--- config.mk ---
export PLATFORM = sky130hd
export DESIGN_NAME = trap_sequencer
export DESIGN_NICKNAME = d
export VERILOG_FILES = /design/src/rtl/trap_sequencer_pkg.sv /design/src/rtl/trap_sequencer.sv
export SDC_FILE = /design/constraint.sdc
export NUM_CORES = 1
export LEC_CHECK = 0
export ABC_AREA = 1
export BUFFER_PORTS_ARGS = -buffer_cell sky130_fd_sc_hd__buf_4
export CAP_MARGIN = 20
export CORE_AREA = 2 2 186 188
export CTS_CLUSTER_SIZE = 12
export DETAILED_ROUTE_END_ITERATION = 16
export DIE_AREA = 0 0 188 190
export HOLD_SLACK_MARGIN = 0.15
export SLEW_MARGIN = 20
export SYNTH_ARGS = -nofsm -noshare
export SYNTH_HDL_FRONTEND = slang
export SYNTH_SLANG_ARGS = --single-unit
--- constraint.sdc ---
create_clock -name clk -period 2.5 [get_ports clk]
set_clock_uncertainty 0.1 [all_clocks]
set_input_delay 0.5 -clock clk [delete_from_list [all_inputs] [get_ports clk]]
set_output_delay 0.5 -clock clk [all_outputs]
set_load 0.05 [all_outputs]
--- src/rtl/trap_sequencer_pkg.sv ---
// ---------------------------------------------------------------------------
// common -- shared definitions for the machine-mode trap sequencer.
//
// Contents:
//   state_e        sequencer states (trap path T_*, mret path R_*)
//   CSR_*          CSR addresses touched by the sequencer
//   MSTATUS_*      mstatus bit positions (MIE, MPIE, MPP)
//   PRIV_*         privilege encodings
//   vector_target  trap-vector target from mtvec and mcause
// ---------------------------------------------------------------------------
package common;

   typedef enum logic [2:0] {
      IDLE     = 3'd0,
      T_EPC    = 3'd1,
      T_CAUSE  = 3'd2,
      T_TVAL   = 3'd3,
      T_STATUS = 3'd4,
      T_REDIR  = 3'd5,
      R_STATUS = 3'd6,
      R_REDIR  = 3'd7
   } state_e;

   localparam logic [11:0] CSR_MSTATUS = 12'h300;
   localparam logic [11:0] CSR_MTVEC   = 12'h305;
   localparam logic [11:0] CSR_MEPC    = 12'h341;
   localparam logic [11:0] CSR_MCAUSE  = 12'h342;
   localparam logic [11:0] CSR_MTVAL   = 12'h343;

   localparam int MSTATUS_MIE    = 3;
   localparam int MSTATUS_MPIE   = 7;
   localparam int MSTATUS_MPP_LO = 11;
   localparam int MSTATUS_MPP_HI = 12;

   localparam logic [1:0] PRIV_M = 2'd3;
   localparam logic [1:0] PRIV_U = 2'd0;

   localparam logic [63:0] CAUSE_ILLEGAL_INSN = 64'd2;

   // Direct mode (or any synchronous exception) jumps to the aligned base.
   // Vectored mode (mtvec[1:0] == 1) offsets interrupts by 4 * cause code.
   function automatic logic [63:0] vector_target(input logic [63:0] mtvec,
                                                 input logic [63:0] cause);
      logic [63:0] base;
      base = mtvec & ~64'h3;
      if (mtvec[1:0] == 2'b01 && cause[63])
         vector_target = base + ((cause & 64'h3F) << 2);
      else
         vector_target = base;
   endfunction

endpackage

--- src/rtl/trap_sequencer.sv ---
// ---------------------------------------------------------------------------
// trap_sequencer -- walks the machine-mode CSR updates for a trap entry or an
// mret, one CSR write per cycle, then issues a one-cycle fetch redirect.
//
// Ports:
//   clk, reset                    clock, synchronous active-low reset
//   trap_valid/pc/cause/tval      trap request and its payload
//   mret_valid, mret_pc           mret request and the mret's own PC
//   req_ready                     high only in IDLE (and out of reset)
//   csr_raddr, csr_rdata          CSR read port (rdata combinational)
//   csr_we, csr_waddr, csr_wdata  CSR write port, one write per cycle
//   redirect_valid, redirect_pc   one-cycle fetch redirect
//   priv_mode                     current privilege level (3 = M, 0 = U)
//   dbg_state                     current sequencer state, for observation
//
// Handshake: a request is accepted on a cycle where req_ready and the
// request's valid are both high. While req_ready is low requests are
// ignored, not queued; the requester keeps valid high until accepted.
// trap_valid wins when both valids are high in the same cycle.
// ---------------------------------------------------------------------------
module trap_sequencer
   import common::*;
(
   input  logic        clk,
   input  logic        reset,
   input  logic        trap_valid,
   input  logic [63:0] trap_pc,
   input  logic [63:0] trap_cause,
   input  logic [63:0] trap_tval,
   input  logic        mret_valid,
   input  logic [63:0] mret_pc,
   output logic        req_ready,
   output logic [11:0] csr_raddr,
   input  logic [63:0] csr_rdata,
   output logic        csr_we,
   output logic [11:0] csr_waddr,
   output logic [63:0] csr_wdata,
   output logic        redirect_valid,
   output logic [63:0] redirect_pc,
   output logic [1:0]  priv_mode,
   output state_e      dbg_state
);

   state_e      state_q, state_d;
   logic [63:0] pc_q, pc_d;
   logic [63:0] cause_q, cause_d;
   logic [63:0] tval_q, tval_d;
   logic [1:0]  priv_q, priv_d;

   // State register
   always_ff @(posedge clk) begin
      if (!reset) begin
         state_q <= IDLE;
         pc_q    <= '0;
         cause_q <= '0;
         tval_q  <= '0;
         priv_q  <= PRIV_M;
      end else begin
         state_q <= state_d;
         pc_q    <= pc_d;
         cause_q <= cause_d;
         tval_q  <= tval_d;
         priv_q  <= priv_d;
      end
   end

   // Next-state and latched-payload logic
   always_comb begin
      state_d = state_q;
      pc_d    = pc_q;
      cause_d = cause_q;
      tval_d  = tval_q;
      priv_d  = priv_q;
      case (state_q)
         IDLE: begin
            if (trap_valid) begin
               pc_d    = trap_pc;
               cause_d = trap_cause;
               tval_d  = trap_tval;
               state_d = T_EPC;
            end else if (mret_valid) begin
               if (priv_q == PRIV_M) begin
                  state_d = R_STATUS;
               end else begin
                  // mret outside M-mode becomes an illegal-instruction trap
                  pc_d    = mret_pc;
                  cause_d = CAUSE_ILLEGAL_INSN;
                  tval_d  = '0;
                  state_d = T_EPC;
               end
            end
         end
         T_EPC:    state_d = T_CAUSE;
         T_CAUSE:  state_d = T_TVAL;
         T_TVAL:   state_d = T_STATUS;
         T_STATUS: begin
            priv_d  = PRIV_M;
            state_d = T_REDIR;
         end
         T_REDIR:  state_d = IDLE;
         R_STATUS: begin
            // Return to the privilege saved in mstatus.MPP before it is cleared
            priv_d  = csr_rdata[MSTATUS_MPP_HI:MSTATUS_MPP_LO];
            state_d = R_REDIR;
         end
         R_REDIR:  state_d = IDLE;
         default:  state_d = IDLE;
      endcase
   end

   // Output logic: everything is decoded from the current state, so the
   // write bus and redirect are quiet whenever the block sits in IDLE.
   always_comb begin
      csr_raddr      = '0;
      csr_we         = 1'b0;
      csr_waddr      = '0;
      csr_wdata      = '0;
      redirect_valid = 1'b0;
      redirect_pc    = '0;
      case (state_q)
         T_EPC: begin
            csr_we    = 1'b1;
            csr_waddr = CSR_MEPC;
            csr_wdata = pc_q & ~64'h3;
         end
         T_CAUSE: begin
            csr_we    = 1'b1;
            csr_waddr = CSR_MCAUSE;
            csr_wdata = cause_q;
         end
         T_TVAL: begin
            csr_we    = 1'b1;
            csr_waddr = CSR_MTVAL;
            csr_wdata = tval_q;
         end
         T_STATUS: begin
            csr_raddr = CSR_MSTATUS;
            csr_we    = 1'b1;
            csr_waddr = CSR_MSTATUS;
            csr_wdata = csr_rdata;
            csr_wdata[MSTATUS_MPIE] = csr_rdata[MSTATUS_MIE];
            csr_wdata[MSTATUS_MIE]  = 1'b0;
            csr_wdata[MSTATUS_MPP_HI:MSTATUS_MPP_LO] = priv_q;
         end
         T_REDIR: begin
            csr_raddr      = CSR_MTVEC;
            redirect_valid = 1'b1;
            redirect_pc    = vector_target(csr_rdata, cause_q);
         end
         R_STATUS: begin
            csr_raddr = CSR_MSTATUS;
            csr_we    = 1'b1;
            csr_waddr = CSR_MSTATUS;
            csr_wdata = csr_rdata;
            csr_wdata[MSTATUS_MIE]  = csr_rdata[MSTATUS_MPIE];
            csr_wdata[MSTATUS_MPIE] = 1'b1;
            csr_wdata[MSTATUS_MPP_HI:MSTATUS_MPP_LO] = PRIV_U;
         end
         R_REDIR: begin
            csr_raddr      = CSR_MEPC;
            redirect_valid = 1'b1;
            redirect_pc    = csr_rdata & ~64'h3;
         end
         default: ;
      endcase
   end

   // Not ready while reset is held, even though the state is already IDLE
   assign req_ready = (state_q == IDLE) && reset;
   assign priv_mode = priv_q;
   assign dbg_state = state_q;

endmodule

Word-level counts from Yosys, hierarchy flattened. Index checks and enable logic that the tools add are counted.

Add/subtract/negate cells: 1. Equal/unequal tests: 11. Muxes and demuxes: 21. Reduce and logical (&&, ||, !) cells: 9.

Operators by type and width (number): $mux W64 (10); $pmux W64 S5 (1); $pmux W64 S2 (1); $add A64 B8 Y64 (1); $pmux W10 S4 (1); $pmux W10 S3 (1); $pmux W3 S7 (1); $eq A3 B3 Y1 const B (4); $mux W3 (3); $eq A3 B2 Y1 const B (2); $reduce_or A5 Y1 (1); $pmux W2 S2 (1); $reduce_bool A2 Y1 (2); $reduce_or A2 Y1 (2); $eq A3 B1 Y1 const B (1); $logic_not A3 Y1 (1); $ne A3 B3 Y1 const B (1); $reduce_and A3 Y1 (1); $eq A2 B1 Y1 const B (1); $eq A2 B2 Y1 const B (1); $logic_and A1 B1 Y1 (2); $mux W1 (2); $ne A2 B2 Y1 const B (1).

Bits in registers: 197. Input bits: 324. Output and inout port bits: 160.

Logic depth before layout (Yosys ltp). Gate-level depths: netlist (run 1).

Word-level depth: 5. Depth in mapped cells: 13.

Worst setup path after synthesis (run 1). Ideal clock, no wire load.

Path kind: reg2out. Start point: register state_q[2] (netlist: dbg_state[2]). End point: output redirect_pc[11]. Arrival time: 2.588 ns. Slack: -0.688 ns. Stages on the path, launching flop included: 6. Path buffers: 1. Cells stage by stage: dfxtp_1 nand2_1 clkinv_1 clkbuf_1 nand2_1 nor2_1.

Word-level cells in the longest chain between the ends: 2. Elaborated cells between the ends (all ways): 3. Those cells by class: eq/ne: 2; mux: 1.

RTL lines: start, declared (RTL line trap_sequencer.sv:44) `state_e state_q, state_d;`; start signal, assigned (RTL line trap_sequencer.sv:59) `state_q <= state_d;`; $eq A3 B3 Y1 (RTL line trap_sequencer.sv:120) `case (state_q)`; $pmux W64 S2 * (RTL line trap_sequencer.sv:120); end, declared (RTL line trap_sequencer.sv:39) `output logic [63:0] redirect_pc,`.

Mark *: on every way between the ends. The rest lies on a longest branch, timed or not.

Final worst setup path (run 1).
Start point: register cause_q[1]. End point: output redirect_pc[37].

Word-level cells in the longest chain between the ends: 3.

RTL lines: start, declared (RTL line trap_sequencer.sv:46) `logic [63:0] cause_q, cause_d;`; start signal, assigned (RTL line trap_sequencer.sv:61) `cause_q <= cause_d;`; $add A64 B8 Y64 (RTL line trap_sequencer_pkg.sv:47) `vector_target = base + ((cause & 64'h3F) << 2);`; $mux W64 (RTL line trap_sequencer_pkg.sv:46) `if (mtvec[1:0] == 2'b01 && cause[63])`; $pmux W64 S2 (RTL line trap_sequencer.sv:120).

Every way passes these cells.

==> impl_metrics.toml, run 1 <==
[timing]
fmax_mhz = 323
hold_viol_final = 0
setup_slack_ns = -0.592
min_period_over_period_pct = 124
rsz0062_at_grt = "true"
finalSetupTns_ns = -33.83
worst_slew_pin_slew_ns = 0.634
drv_slew = 0
finalSetupViolCount = 123
min_period_ns = 3.09
slew_headroom_pct = 57.7

[power]
p_leak_nw = 9.20
ir_drop_mv = 0.540
p_per_area_nw_per_um2 = 647

[clock_tree]
cts_max_path_buffers = 2
cts-htree-levels = 4
cts_sinks = 195
cts_made_buffers = 17
hold_buffers = 0
clkLatencyLatePin_ns = 0.44
cts_tree = "done"
clockRootBuffer = "clkbuf_16"
clkTransAtPathRegs_ns = 0.07

[drt]
antenna_left = 0
drt_iter0_drc = 1245
post_drt_wl_per_cell_um = 21.0
drt_wl_total_um = 61800
dr.pass1.iters = 6
drc = 0
vias_per_cell = 5.31
vias = 15700

[synth]
synth_seq_area_share_pct = 33.7
syn_avg_cell_area_um2 = 6.35
synth_top_area_cell = "dfxtp_1"
synth-seq-cells = 195
muxShareOfSynthArea_pct = 0
synth_top_family_by_area = "simple AND/OR/NAND/NOR gates"
yosysWarnings = 0
synth_edf_count = 0
synthTopCellsByArea = "dfxtp_1 34%, nand2_1 22%, a22oi_1 7.8%, a21oi_1 6.8%, nor2_1 4.5%"
synthArstFlopShare_pct = 0
netlist.area_leader.share_pct = 33.7
yosys.area_share.adder_pct = 0.820
synth-simple-area-share_pct = 33.1
synth_common_cells = "667 x nand2_1, 195 x dfxtp_1, 158 x a21oi_1, 140 x nor2_1, 121 x a22oi_1"
synth_xor_area_share_pct = 0.0755
synth-main-ff-cell = "dfxtp_1"
yosysMostFrequentCell = "nand2_1"
synth_cell_types = 44
synth_area_um2 = 11600
synth_compound_area_share_pct = 23.5
synthCells = 1825

[placement]
pre_cts_ws_ns = -0.471
dpl.hpwl_um = 44800
gp_congestion = 0.952
numPortBuffers = 463

[setup_path]
startpoint = "cause_q[1]$_SDFFE_PN0P_"
r2r_start = "dbg_state[0]$_SDFFE_PN0P_"
crit_type = "flop to output port"
crit_path_max_fanout = 4
start_kind = "flop"
worstPathRequired_ns = 1.90
cp.arrival_ns = 2.49
cp-end-kind = "output port"

[floorplanning]
die_h_um = 190
dieArea_um2 = 35700
die_w_um = 188
io_pins = 484
coreArea_um2 = 33900
rows = 68
initial_core_util_pct = 34.2

[final_layout]
nNetsFinal = 2805
multi_input_area_um2 = 8610
seqCellArea_um2 = 3930
syn_to_final_growth_pct = 84.0
finish.utilization_pct = 62.8
nFillCells = 3068
drive_gt1_share_pct = 48.2

[global_routing]
overflow = 0
antenna_found_initial = 5
grtUsageTotal_pct = 32.6
grt_max_degree = 129
grt_pass1_vias = 14500
grt_pass1_wl_um = 88700

[min_path]
hold_class = "primary input to flop"
min-delay-start = "trap_cause[5]"

[run_status]
violations = "negative setup slack"
outcome = "finished, violations left"

[flow_run]
maxCapViolCount = 0
==> flip-flops by register name (all words and copies together), names as in the netlist <==
signal,cells
cause_q,64
pc_q,62
tval_q,64
dbg_state,3
priv_mode,2
==> kinds of logic (layout without fill, tap and decap cells) <==
family / after synthesis / in the layout
and+or+nand+nor: 928 / 928
xor gates and xnor gates: 1 / 1
AOI/OAI and AO/OA: 459 / 459
buffers and inverters: 234 / 880
adders and majority gates: 7 / 7
DFF: 195 / 195
other: 1 / 21
==> layout by cell type, fill, tap and decap left out, types with 25 or more instances in the layout <==
cell and count:
a21oi_1 131, a22oi_1 25, a22oi_2 96, a31oi_1 62, buf_4 530, buf_6 128
buf_8 43, dfxtp_1 185, inv_1 78, nand2_1 561, nand2_2 99, nor2_1 90
nor2_4 49, o21ai_0 62
==> final timing paths <==
| check | end | slack [ns] | cells after the start |
|---|---|---|---|
| max reg2reg | pc_q[22]$_SDFFE_PN0P_ | 0.24 | 10 |
| min reg2reg | cause_q[16]$_SDFFE_PN0P_ | 0.36 | 2 |
| max | redirect_pc[37] | -0.59 | 11 |
| min | cause_q[5]$_SDFFE_PN0P_ | 0.21 | 3 |
==> through the flow <==
step	hold WS (ns)	instance area (µm²)	power, mW	std cells
2_1_floorplan	0.340	12400	7.08	1840
3_3_place_gp	0.348	17600	9.15	2841
3_5_place_dp	0.351	17600	9.18	2841
4_1_cts	0.196	20300	13.3	2918
5_1_grt	0.207	21300	14.3	2945
6_report	0.210	21300	13.8	2946
==> report_power, final <==
part,internal (mW),switching (mW),leakage [nW]
Clock,1.86,1.25,0.319
Sequential,3.59,0.339,1.60
Combinational,2.70,4.07,7.28
Total,8.15,5.66,9.20
==> cell type report <==
cell class | count | area share (%)
multi-input cells | 1411 | 40.3
clock buffers | 20 | 2.19
repair buffers | 745 | 33.2
repair inverters | 1 | 0.0528
flip-flops and latches | 195 | 18.4
clock inverters | 11 | 0.938
inverters | 103 | 2.10
diodes | 5 | 0.0586
well taps | 455 | 2.67
==> worst max-delay path, cell delays in order, from the launching register on <==
cell and delay (ns):
dfxtp_4 0.38, ha_4 0.30, nand2_4 0.06, nor2_4 0.13
nand2_2 0.07, nand4_1 0.19, buf_4 0.16, nand3_4 0.09
nor2_4 0.21, buf_6 0.13, o21a_1 0.17, buf_6 0.18
==> what timing repair did <==
item | CTS | global route
buffers inserted | 33 | 24
resized for setup | 370 | 206
cloned | 14 | 9
pin swaps | 52 | 103
endpoints found under the setup margin | 129 | 128
==> metal layers <==
| metal | track usage [%] | vias up | share of wire, % |
|---|---|---|---|
| li1 | - | 7376 | - |
| met1 | 43.5 | 7416 | 42 |
| met2 | 54.2 | 759 | 47 |
| met3 | 5.44 | 99 | 7.7 |
| met4 | 8.96 | 0 | 3.2 |
| met5 | 0 | - | 0 |
Power figures use the tool's default switching activity.
==> inputs of run 2 (changes only) <==
--- a/config.mk
+++ b/config.mk
@@ -13,6 +13,7 @@
 export DETAILED_ROUTE_END_ITERATION = 16
 export DIE_AREA = 0 0 188 190
 export HOLD_SLACK_MARGIN = 0.15
+export RECOVER_POWER = 50
 export SLEW_MARGIN = 20
 export SYNTH_ARGS = -nofsm -noshare
 export SYNTH_HDL_FRONTEND = slang
==> run 2 against run 1 <==
Effect of this change: the run still ends with negative setup slack left; final cell count did not move; hold slack improved by 0.0052 ns; first-iteration DRC count up 7.5%; worst setup slack better by 0.0016 ns; register-to-register slack worse by 0.55 ns; sequential share of layout area about the same; via count is 0.17% lower; sequential power hardly changed; die area stayed put; wire length hardly changed; critical path depth is the same; power down 0.31%; critical path type unchanged; critical endpoint unchanged.
==> impl_metrics.toml, run 2 (same netlist as run 1, synthesis figures left out) <==
[run_status]
outcome = "finished, violations left"
violations = "negative setup slack"

[floorplanning]
dieArea_um2 = 35700
coreArea_um2 = 33900
rows = 68
initial_core_util_pct = 34.2
die_h_um = 190
die_w_um = 188
io_pins = 484

[timing]
drv_slew = 0
fmax_mhz = 324
hold_viol_final = 0
min_period_ns = 3.09
finalSetupViolCount = 299
worst_slew_pin_slew_ns = 0.699
setup_slack_ns = -0.591
slew_headroom_pct = 53.6
min_period_over_period_pct = 124
finalSetupTns_ns = -71.01
rsz0062_at_grt = "true"

[final_layout]
nFillCells = 3084
largestRegisters = "cause_q x64, tval_q x64, pc_q x62"
final_cell_mix = "563 x nand2_1, 521 x buf_4, 185 x dfxtp_1, 131 x a21oi_1, 127 x buf_6"
final_common_cell = "nand2_1"
multi_input_area_um2 = 8590
drive_gt1_share_pct = 47.7
nNetsFinal = 2805
finish.utilization_pct = 62.7
seqCellArea_um2 = 3930
syn_to_final_growth_pct = 83.6

[global_routing]
grt_max_degree = 129
grt_pass1_vias = 14500
overflow = 0
antenna_found_initial = 5
grtUsageTotal_pct = 32.6
grt_pass1_wl_um = 88700

[drt]
dr.pass1.iters = 5
antenna_left = 0
post_drt_wl_per_cell_um = 21.0
drt_iter0_drc = 1338
drc = 0
drt_wl_total_um = 61800
vias_per_cell = 5.30
vias = 15600

[clock_tree]
cts_tree = "done"
cts_made_buffers = 17
clkLatencyLatePin_ns = 0.44
cts-htree-levels = 4
cts_max_path_buffers = 2
clockRootBuffer = "clkbuf_16"
cts_sinks = 195
clkTransAtPathRegs_ns = 0.07
hold_buffers = 0

[power]
ir_drop_mv = 0.539
p_per_area_nw_per_um2 = 647
p_leak_nw = 9.16

[setup_path]
cp.arrival_ns = 2.49
crit_path_max_fanout = 4
crit_slowest_cell = "dfxtp_4"
start_kind = "flop"
path_cells = "ha_4 -> nand2_4 -> nor2_4 -> nand2_2 -> nand4_1 -> buf_4 -> nand3_4 -> nor2_4 -> buf_6 -> o21a_1 -> buf_6"
crit_type = "flop to output port"
cp-end-kind = "output port"
worstPathRequired_ns = 1.90
crit_family = "simple AND/OR/NAND/NOR gates"
critPathMaxStageDelay_ns = 0.38
critPathBufInv = 3

[placement]
gp_congestion = 0.952
numPortBuffers = 463
dpl.hpwl_um = 44800
pre_cts_ws_ns = -0.471

[flow_run]
maxCapViolCount = 0

[min_path]
hold_class = "primary input to flop"
## run 2: cell count changes in the layout (fill, tap and decap cells not counted)
cell	change
buf_6	-1
clkbuf_2	+1
clkinvlp_2	+1
clkbuf_4	+1
nand2_4	-1
buf_4	-9
inv_4	-1
nor2_2	-2
clkbuf_1	+8
nand2_2	-1
nor2_1	+2
nand2_1	+2
## run 2: power by group
part | internal [mW] | switching (mW) | total, mW
Combinational | 2.66 | 4.06 | 6.73
Clock | 1.86 | 1.25 | 3.11
Sequential | 3.59 | 0.339 | 3.93
Total | 8.12 | 5.65 | 13.8
## run 2: what timing repair did
action / 4_1_cts / 5_1_grt
cloned: 14 / 9
pin swaps: 52 / 103
buffers inserted: 33 / 24
endpoints found under the setup margin: 129 / 128
resized for setup: 370 / 206
## run 2: path summary, 6_finish.rpt
check | startpoint | to | slack (ns) | cells after the start
worst max-delay path | cause_q[2]$_SDFFE_PN0P_ | redirect_pc[37] | -0.59 | 11
worst min register to register | cause_q[16]$_SDFFE_PN0P_ | cause_q[16]$_SDFFE_PN0P_ | 0.36 | 2
worst min-delay path | trap_cause[5] | cause_q[5]$_SDFFE_PN0P_ | 0.21 | 3
worst max register to register | dbg_state[0]$_SDFFE_PN0P_ | pc_q[44]$_SDFFE_PN0P_ | -0.31 | 10
## run 2: worst min-delay path, cell delays in order
cell and delay, ns:
buf_4 0.11, nand2_1 0.05, a21oi_1 0.06
## run 2: cell type report
cell class / instances / share of cell area (%)
Antenna cell: 5 / 0.0588
Clock buffer: 20 / 2.19
Clock inverter: 11 / 0.941
Inverter: 103 / 2.10
Multi-Input combinational cell: 1411 / 40.4
Sequential cell: 195 / 18.5
Tap cell: 455 / 2.67
Timing Repair Buffer: 745 / 33.2
Timing Repair inverter: 1 / 0.0529
## run 2: routing by layer
metal | wire length [µm] | up-vias | GRT usage, %
met5 | 0 | - | 0
met4 | 1760 | 0 | 8.96
met1 | 25700 | 7379 | 43.5
met3 | 4800 | 91 | 5.44
met2 | 29600 | 776 | 54.2
li1 | - | 7377 | -
## run 2: through the flow
| stage | power [mW] | instance area [µm²] | hold slack, ns | std cells |
|---|---|---|---|---|
| 2_1_floorplan | 7.08 | 12400 | 0.340 | 1840 |
| 3_3_place_gp | 9.15 | 17600 | 0.348 | 2841 |
| 3_5_place_dp | 9.18 | 17600 | 0.351 | 2841 |
| 4_1_cts | 13.3 | 20300 | 0.196 | 2918 |
| 5_1_grt | 14.3 | 21300 | 0.207 | 2945 |
| 6_report | 13.8 | 21300 | 0.215 | 2946 |
